--- src/rtl/seq_pattern_tx_if.sv ---
// Bus between a pattern requester and seq_pattern_tx.
//   master: drives start/pattern/repeats/gap/abort, observes the serial stream and status
//   slave : the transmitter side (reverse directions)
// The pattern repeat count is named repeats because repeat is a reserved word.
interface seq_pattern_tx_if #(
   parameter int unsigned PAT_W = 4,
   parameter int unsigned REP_W = 4,
   parameter int unsigned GAP_W = 3
);
   logic             start;
   logic [PAT_W-1:0] pattern;
   logic [REP_W-1:0] repeats;
   logic [GAP_W-1:0] gap;
   logic             abort;
   logic             seq;
   logic             seq_valid;
   logic             busy;
   logic             done;

   modport master (
      output start, pattern, repeats, gap, abort,
      input  seq, seq_valid, busy, done
   );

   modport slave (
      input  start, pattern, repeats, gap, abort,
      output seq, seq_valid, busy, done
   );
endinterface

--- src/rtl/seq_pattern_tx.sv ---
// Serial pattern transmitter: shifts a latched PAT_W-bit pattern out MSB-first,
// repeated max(repeats,1) times with gap idle cycles between repetitions.
//   clk : rising-edge clock
//   rst : asynchronous active-high reset
//   bus : slave side of seq_pattern_tx_if (start/pattern/repeats/gap/abort in,
//         seq/seq_valid/busy/done out, all outputs registered)
module seq_pattern_tx #(
   parameter int unsigned PAT_W = 4,
   parameter int unsigned REP_W = 4,
   parameter int unsigned GAP_W = 3
) (
   input  logic                clk,
   input  logic                rst,
   seq_pattern_tx_if.slave     bus
);

   localparam int unsigned CNT_W = (PAT_W > 2) ? $clog2(PAT_W) : 1;
   localparam logic [CNT_W-1:0] LAST_BIT = CNT_W'(PAT_W - 1);

   localparam logic [1:0] S_IDLE  = 2'd0;
   localparam logic [1:0] S_SHIFT = 2'd1;
   localparam logic [1:0] S_GAP   = 2'd2;

   logic [1:0]       state_q, state_d;
   logic [PAT_W-1:0] pat_q, pat_d;     // latched pattern for restarts
   logic [PAT_W-1:0] sh_q, sh_d;       // remaining bits, next one at MSB
   logic [CNT_W-1:0] bit_q, bit_d;     // index of the bit currently on seq
   logic [REP_W-1:0] rep_q, rep_d;     // repetitions still to send after this one
   logic [GAP_W-1:0] gap_q, gap_d;
   logic [GAP_W-1:0] gcnt_q, gcnt_d;   // gap cycles left after the current one
   logic             seq_q, seq_d;
   logic             valid_q, valid_d;
   logic             busy_q, busy_d;
   logic             done_q, done_d;

   // State and datapath registers
   always_ff @(posedge clk or posedge rst) begin
      if (rst) begin
         state_q <= S_IDLE;
         pat_q   <= '0;
         sh_q    <= '0;
         bit_q   <= '0;
         rep_q   <= '0;
         gap_q   <= '0;
         gcnt_q  <= '0;
         seq_q   <= 1'b0;
         valid_q <= 1'b0;
         busy_q  <= 1'b0;
         done_q  <= 1'b0;
      end else begin
         state_q <= state_d;
         pat_q   <= pat_d;
         sh_q    <= sh_d;
         bit_q   <= bit_d;
         rep_q   <= rep_d;
         gap_q   <= gap_d;
         gcnt_q  <= gcnt_d;
         seq_q   <= seq_d;
         valid_q <= valid_d;
         busy_q  <= busy_d;
         done_q  <= done_d;
      end
   end

   // Next-state and next-output logic
   always_comb begin
      state_d = state_q;
      pat_d   = pat_q;
      sh_d    = sh_q;
      bit_d   = bit_q;
      rep_d   = rep_q;
      gap_d   = gap_q;
      gcnt_d  = gcnt_q;
      seq_d   = seq_q;
      valid_d = valid_q;
      busy_d  = busy_q;
      done_d  = 1'b0;

      case (state_q)
         S_IDLE: begin
            seq_d   = 1'b0;
            valid_d = 1'b0;
            busy_d  = 1'b0;
            // abort held with start blocks the start
            if (bus.start && !bus.abort) begin
               pat_d   = bus.pattern;
               gap_d   = bus.gap;
               rep_d   = (bus.repeats == '0) ? '0 : bus.repeats - REP_W'(1);
               sh_d    = bus.pattern << 1;
               seq_d   = bus.pattern[PAT_W-1];
               bit_d   = '0;
               valid_d = 1'b1;
               busy_d  = 1'b1;
               state_d = S_SHIFT;
            end
         end

         S_SHIFT: begin
            if (bus.abort) begin
               state_d = S_IDLE;
               seq_d   = 1'b0;
               valid_d = 1'b0;
               busy_d  = 1'b0;
            end else if (bit_q == LAST_BIT) begin
               if (rep_q != '0) begin
                  rep_d = rep_q - REP_W'(1);
                  if (gap_q != '0) begin
                     // first gap cycle is this transition's result
                     state_d = S_GAP;
                     gcnt_d  = gap_q - GAP_W'(1);
                     seq_d   = 1'b0;
                     valid_d = 1'b0;
                  end else begin
                     sh_d  = pat_q << 1;
                     seq_d = pat_q[PAT_W-1];
                     bit_d = '0;
                  end
               end else begin
                  state_d = S_IDLE;
                  seq_d   = 1'b0;
                  valid_d = 1'b0;
                  busy_d  = 1'b0;
                  done_d  = 1'b1;
               end
            end else begin
               sh_d  = sh_q << 1;
               seq_d = sh_q[PAT_W-1];
               bit_d = bit_q + CNT_W'(1);
            end
         end

         S_GAP: begin
            if (bus.abort) begin
               state_d = S_IDLE;
               seq_d   = 1'b0;
               valid_d = 1'b0;
               busy_d  = 1'b0;
            end else if (gcnt_q == '0) begin
               state_d = S_SHIFT;
               sh_d    = pat_q << 1;
               seq_d   = pat_q[PAT_W-1];
               bit_d   = '0;
               valid_d = 1'b1;
            end else begin
               gcnt_d = gcnt_q - GAP_W'(1);
            end
         end

         default: begin
            state_d = S_IDLE;
            seq_d   = 1'b0;
            valid_d = 1'b0;
            busy_d  = 1'b0;
         end
      endcase
   end

   assign bus.seq       = seq_q;
   assign bus.seq_valid = valid_q;
   assign bus.busy      = busy_q;
   assign bus.done      = done_q;

endmodule

--- src/flat_wrapper.sv ---
// flat-port wrapper written by rule: the top's interface ports become plain ports
module seq_pattern_tx_flat 
#(
   parameter int unsigned PAT_W = 4,
   parameter int unsigned REP_W = 4,
   parameter int unsigned GAP_W = 3
)
  (clk, rst, bus_start, bus_pattern, bus_repeats, bus_gap, bus_abort, bus_seq, bus_seq_valid, bus_busy, bus_done);
  seq_pattern_tx_if #(.PAT_W(PAT_W), .REP_W(REP_W), .GAP_W(GAP_W)) bus_i ();
  input  logic clk;
  input  logic rst;
  input wire logic [$bits(bus_i.start)-1:0] bus_start;
  input wire logic [$bits(bus_i.pattern)-1:0] bus_pattern;
  input wire logic [$bits(bus_i.repeats)-1:0] bus_repeats;
  input wire logic [$bits(bus_i.gap)-1:0] bus_gap;
  input wire logic [$bits(bus_i.abort)-1:0] bus_abort;
  output wire logic [$bits(bus_i.seq)-1:0] bus_seq;
  output wire logic [$bits(bus_i.seq_valid)-1:0] bus_seq_valid;
  output wire logic [$bits(bus_i.busy)-1:0] bus_busy;
  output wire logic [$bits(bus_i.done)-1:0] bus_done;
  assign bus_i.start = bus_start;
  assign bus_i.pattern = bus_pattern;
  assign bus_i.repeats = bus_repeats;
  assign bus_i.gap = bus_gap;
  assign bus_i.abort = bus_abort;
  assign bus_seq = bus_i.seq;
  assign bus_seq_valid = bus_i.seq_valid;
  assign bus_busy = bus_i.busy;
  assign bus_done = bus_i.done;
  seq_pattern_tx #(.PAT_W(PAT_W), .REP_W(REP_W), .GAP_W(GAP_W)) u_core (.clk(clk), .rst(rst), .bus(bus_i));
endmodule
--- config.mk ---
export PLATFORM = sky130hd
export DESIGN_NAME = seq_pattern_tx_flat
export DESIGN_NICKNAME = d
export VERILOG_FILES = /design/src/rtl/seq_pattern_tx_if.sv /design/src/rtl/seq_pattern_tx.sv /design/src/flat_wrapper.sv
export SDC_FILE = /design/constraint.sdc
export NUM_CORES = 1
export LEC_CHECK = 0
export BUFFER_PORTS_ARGS = -buffer_cell sky130_fd_sc_hd__clkbuf_2
export CAP_MARGIN = 25
export CORE_ASPECT_RATIO = 1.4
export CORE_MARGIN = 2
export CORE_UTILIZATION = 35
export DETAILED_ROUTE_END_ITERATION = 6
export PLACE_DENSITY = 0.57
export REMOVE_ABC_BUFFERS = 1
export SLEW_MARGIN = 20
export SYNTH_ARGS = -nofsm -noshare
export SYNTH_HDL_FRONTEND = slang
export SYNTH_SLANG_ARGS = --single-unit
--- constraint.sdc ---
create_clock -name clk -period 3.8 [get_ports clk]
set_input_delay 1.14 -clock clk [delete_from_list [all_inputs] [get_ports clk]]
set_output_delay 1.14 -clock clk [all_outputs]
set_load 0.02 [all_outputs]
==> impl_metrics.tcl <==
set metrics [dict create \
    synth-main-ff-cell "sky130_fd_sc_hd__dfrtp_1" \
    worstPathRequired_ns 3.96 \
    chipHeight_um 83.26 \
    cts-buffers-inserted 3 \
    internal-power_uw 764.5 \
    grt_antenna_before_repair 0 \
    grt_pass1_vias 1162 \
    drive_above_1_share_pct 20.67 \
    fmaxAchievable_mhz 431.0 \
    cts-htree-levels 1 \
    synth_simple_gate_area_share_pct 19.68 \
    ctsHoldBuffers 0 \
    ys_warn_count 0 \
    pwr_density_cell_nw_per_um2 723.7 \
    totalNegativeSetupSlack_ns 0 \
    number_of_vias_after_detailed_routing 1234 \
    layout-area-overhead-vs-synth_pct 13.63 \
    clock_power_share_pct 12.2 \
    clkSinkCount 25 \
    yosys.area.top_type "sky130_fd_sc_hd__dfrtp_1" \
    clock_tree.root_cell "sky130_fd_sc_hd__clkbuf_8" \
    timing_worst_setup_path_type "in -> reg" \
    drt-vias-per-instance 5.163 \
    tritoncts "done" \
    drt-total-wl_mm 3.153 \
    startpoint_type "input pin" \
    worstPathArrival_ns 2.48 \
    post_drt_wl_per_cell_um 13.19 \
    synthTopCellsByCount "sky130_fd_sc_hd__dfrtp_1 (25), sky130_fd_sc_hd__nand2_1 (12), sky130_fd_sc_hd__inv_1 (10)" \
    worstSetupEndpointType "flip-flop" \
    worst_pin_slew_ns 0.6925 \
    numPlacedInstances 234 \
    route.detailed.drc 0 \
    instance_count_of_the_mapped_netlist 162 \
    pwr-share-seq_pct 38.0 \
    synth_seq_cells 25 \
    synth-adder-area-share_pct 6.375 \
    rsz0062_at_grt "false" \
    post-synth-top-area-fraction_pct 39.84 \
    p_sw_uw 526.8 \
    cts_resized 0 \
    antenna_violating_nets_post_route 0 \
    synth.most_common_cell "sky130_fd_sc_hd__dfrtp_1" \
    share_comb_of_total_power_pct 49.8 \
    place_congestion 0.7651 \
    finalCriticalPeriod_ns 2.320 \
    regArea_um2 625.6 \
    peakVddDrop_uv 247.0 \
    switching_share_pct 40.80 \
    worst_path_max_delay_cell "sky130_fd_sc_hd__a2111oi_4" \
    synth.top_cells.by_area "sky130_fd_sc_hd__dfrtp_1 (40%), sky130_fd_sc_hd__mux2_2 (6.5%), sky130_fd_sc_hd__ha_1 (6.4%)" \
    finish.cell_count_without_fillers 239 \
    ys_async_sr_fraction_pct 100.0 \
    port_buffers 18 \
    setup_violations 0 \
    floorplan.rows 28 \
    path_max_fanout 15 \
    dpl.hpwl_mm 2.358 \
    fin_nets 203 \
    p_leak_nw 0.7830 \
    crit_chain "clkbuf_2 -> nand2b_1 -> a2111oi_4 -> mux2_2" \
    post_synth_instance_area_um2 1570 \
    main_combinational_cell_family_by_area_after_synthesis "simple AND/OR/NAND/NOR gates" \
    synth_seq_area_share_pct 39.84 \
    min_path_type "reg -> reg" \
    final.period_utilization_pct 61.06 \
    multi_input_area_um2 883.3 \
    worst_path_largest_cell_delay_ns 0.54 \
    outcome "finished, final reports clean" \
    drt_first_pass_iters 4 \
    cts_max_path_buffers 2 \
    syn_area_per_cell_um2 9.693 \
    die_area_um2 5046 \
    cts_setup_buffers 0 \
    grt_max_degree 26 \
    detailed_route_iter0_violations 48 \
    utilization_pct 41.74 \
    max_cap_viol_count 0 \
    synth_compound_gate_area_share_pct 18.73 \
    hold_viol 0 \
    final_max_slew_viol_count 0 \
    clk_pin_slew_worst_paths_ns 0.09 \
    grt_first_pass_wirelength_mm 5.361 \
    grtUsageTotal_pct 13.49 \
    floorplan.core_area_um2 4274 \
    synthXorXnorAreaFrac_pct 0.5578 \
    grt_remaining_overflow 0 \
    number_of_distinct_library_cells_after_synthesis 44 \
    yosys-mux-area-fraction_pct 10.92 \
    fillers 436 \
    clk-insertion-delay-late_ns 0.27 \
    worst_clock_skew_ns 0.005322 \
    ios 19 \
    worst_slew_margin_rel_pct 53.83 \
    initial_core_util_pct 36.74 \
    diodes 0 \
    number_of_enable_flip_flop_cells_after_synthesis 0 \
    floorplan.die.width_um 60.61 \
]
==> per-stage QoR <==
| step | setup slack [ns] | area [um2] | total power [mW] | hold slack, ns |
|---|---|---|---|---|
| floorplan | 1.525 | 1546 | 0.9865 | 0.4506 |
| global placement | 1.222 | 1712 | 1.111 | 0.4723 |
| detailed placement | 1.188 | 1712 | 1.136 | 0.4782 |
| CTS | 1.486 | 1757 | 1.302 | 0.5001 |
| global route | 1.292 | 1784 | 1.408 | 0.5265 |
| finish | 1.480 | 1784 | 1.291 | 0.4953 |
==> cells in the final DEF, fill, tap and decap left out, types with 2 or more instances in the layout <==
cell type | synthesis | routed
sky130_fd_sc_hd__a22oi_1 | 3 | 3
sky130_fd_sc_hd__a21oi_1 | 8 | 8
sky130_fd_sc_hd__or3_1 | 3 | 3
sky130_fd_sc_hd__dfrtp_1 | 25 | 25
sky130_fd_sc_hd__a31oi_1 | 6 | 6
sky130_fd_sc_hd__nor2b_1 | 6 | 6
sky130_fd_sc_hd__and2_1 | 2 | 2
sky130_fd_sc_hd__mux2_2 | 9 | 9
sky130_fd_sc_hd__ha_1 | 8 | 8
sky130_fd_sc_hd__inv_1 | 10 | 9
sky130_fd_sc_hd__nand3_1 | 5 | 5
sky130_fd_sc_hd__nor3b_1 | 2 | 2
sky130_fd_sc_hd__clkbuf_8 | 0 | 3
sky130_fd_sc_hd__mux2i_1 | 7 | 7
sky130_fd_sc_hd__nand2b_1 | 7 | 7
sky130_fd_sc_hd__o21ai_0 | 9 | 9
sky130_fd_sc_hd__o21bai_1 | 2 | 2
sky130_fd_sc_hd__nor3_1 | 2 | 2
sky130_fd_sc_hd__clkbuf_2 | 0 | 18
sky130_fd_sc_hd__nand2_1 | 12 | 12
sky130_fd_sc_hd__nor2_1 | 7 | 7
==> worst max-delay path, delay by kind of cell <==
family	cells	cell delay [ns]
AO/OA/AOI/OAI	1	0.54
AND/OR/NAND/NOR	1	0.22
buffers and inverters	1	0.18
multiplexers	1	0.39
==> flip-flops by register name (all words and copies together) (netlist names) <==
name / flops
u_core.bus.done: 1
u_core.bit_q: 2
u_core.bus.busy: 1
u_core.pat_q: 4
u_core.state_q: 2
u_core.rep_q: 4
u_core.gap_q: 3
u_core.gcnt_q: 3
u_core.bus.seq: 1
u_core.sh_q: 3
u_core.bus.seq_valid: 1
==> path summary, 6_finish.rpt <==
kind,startpoint,end,slack [ns],depth (start not counted)
worst max-delay path,bus_abort,u_core.sh_q[1]$_DFFE_PP0P_,1.48,4
worst min-delay path,u_core.pat_q[0]$_DFFE_PP0P_,u_core.pat_q[0]$_DFFE_PP0P_,0.50,2
worst max register to register,u_core.state_q[1]$_DFFE_PP0P_,u_core.rep_q[1]$_DFFE_PP0P_,1.52,6
worst min register to register,u_core.pat_q[0]$_DFFE_PP0P_,u_core.pat_q[0]$_DFFE_PP0P_,0.50,2
max in group asynchronous,rst,u_core.gcnt_q[2]$_DFFE_PP0P_,2.70,3
min in group asynchronous,rst,u_core.pat_q[2]$_DFFE_PP0P_,0.74,2
==> power groups by stage <==
stage	clock, mW	combinational (mW)	sequential, mW
finish	0.158	0.643	0.491
floorplan	0	0.504	0.482
detailed placement	0	0.641	0.495
CTS	0.168	0.645	0.488
global route	0.175	0.728	0.505
global placement	0	0.625	0.487
==> final cells by class <==
cell class,instances,area share [%]
repair buffers,19,6.592
inverters,10,2.104
well taps,60,4.208
multi-input cells,121,49.51
flip-flops and latches,25,35.06
clock buffers,4,2.525
==> cell families (layout without fill, tap and decap cells) <==
group                      count (synthesis)  count (layout)
AOI/OAI and AO/OA                         42              42
xor gates and xnor gates                   1               1
adders and majority gates                  8               8
DFF                                       25              25
buffers and inverters                     16              33
and+or+nand+nor                           54              54
muxes                                     16              16
==> metal layers <==
metal | vias to the layer above | GRT usage (%) | share of wire [%]
met5 | - | 0 | 0
met1 | 590 | 18.48 | 44
met4 | 0 | 5.929 | 1.5
met2 | 24 | 20.82 | 51
li1 | 616 | - | -
met3 | 4 | 1.558 | 2.6
(Power assumes the default switching activity.)
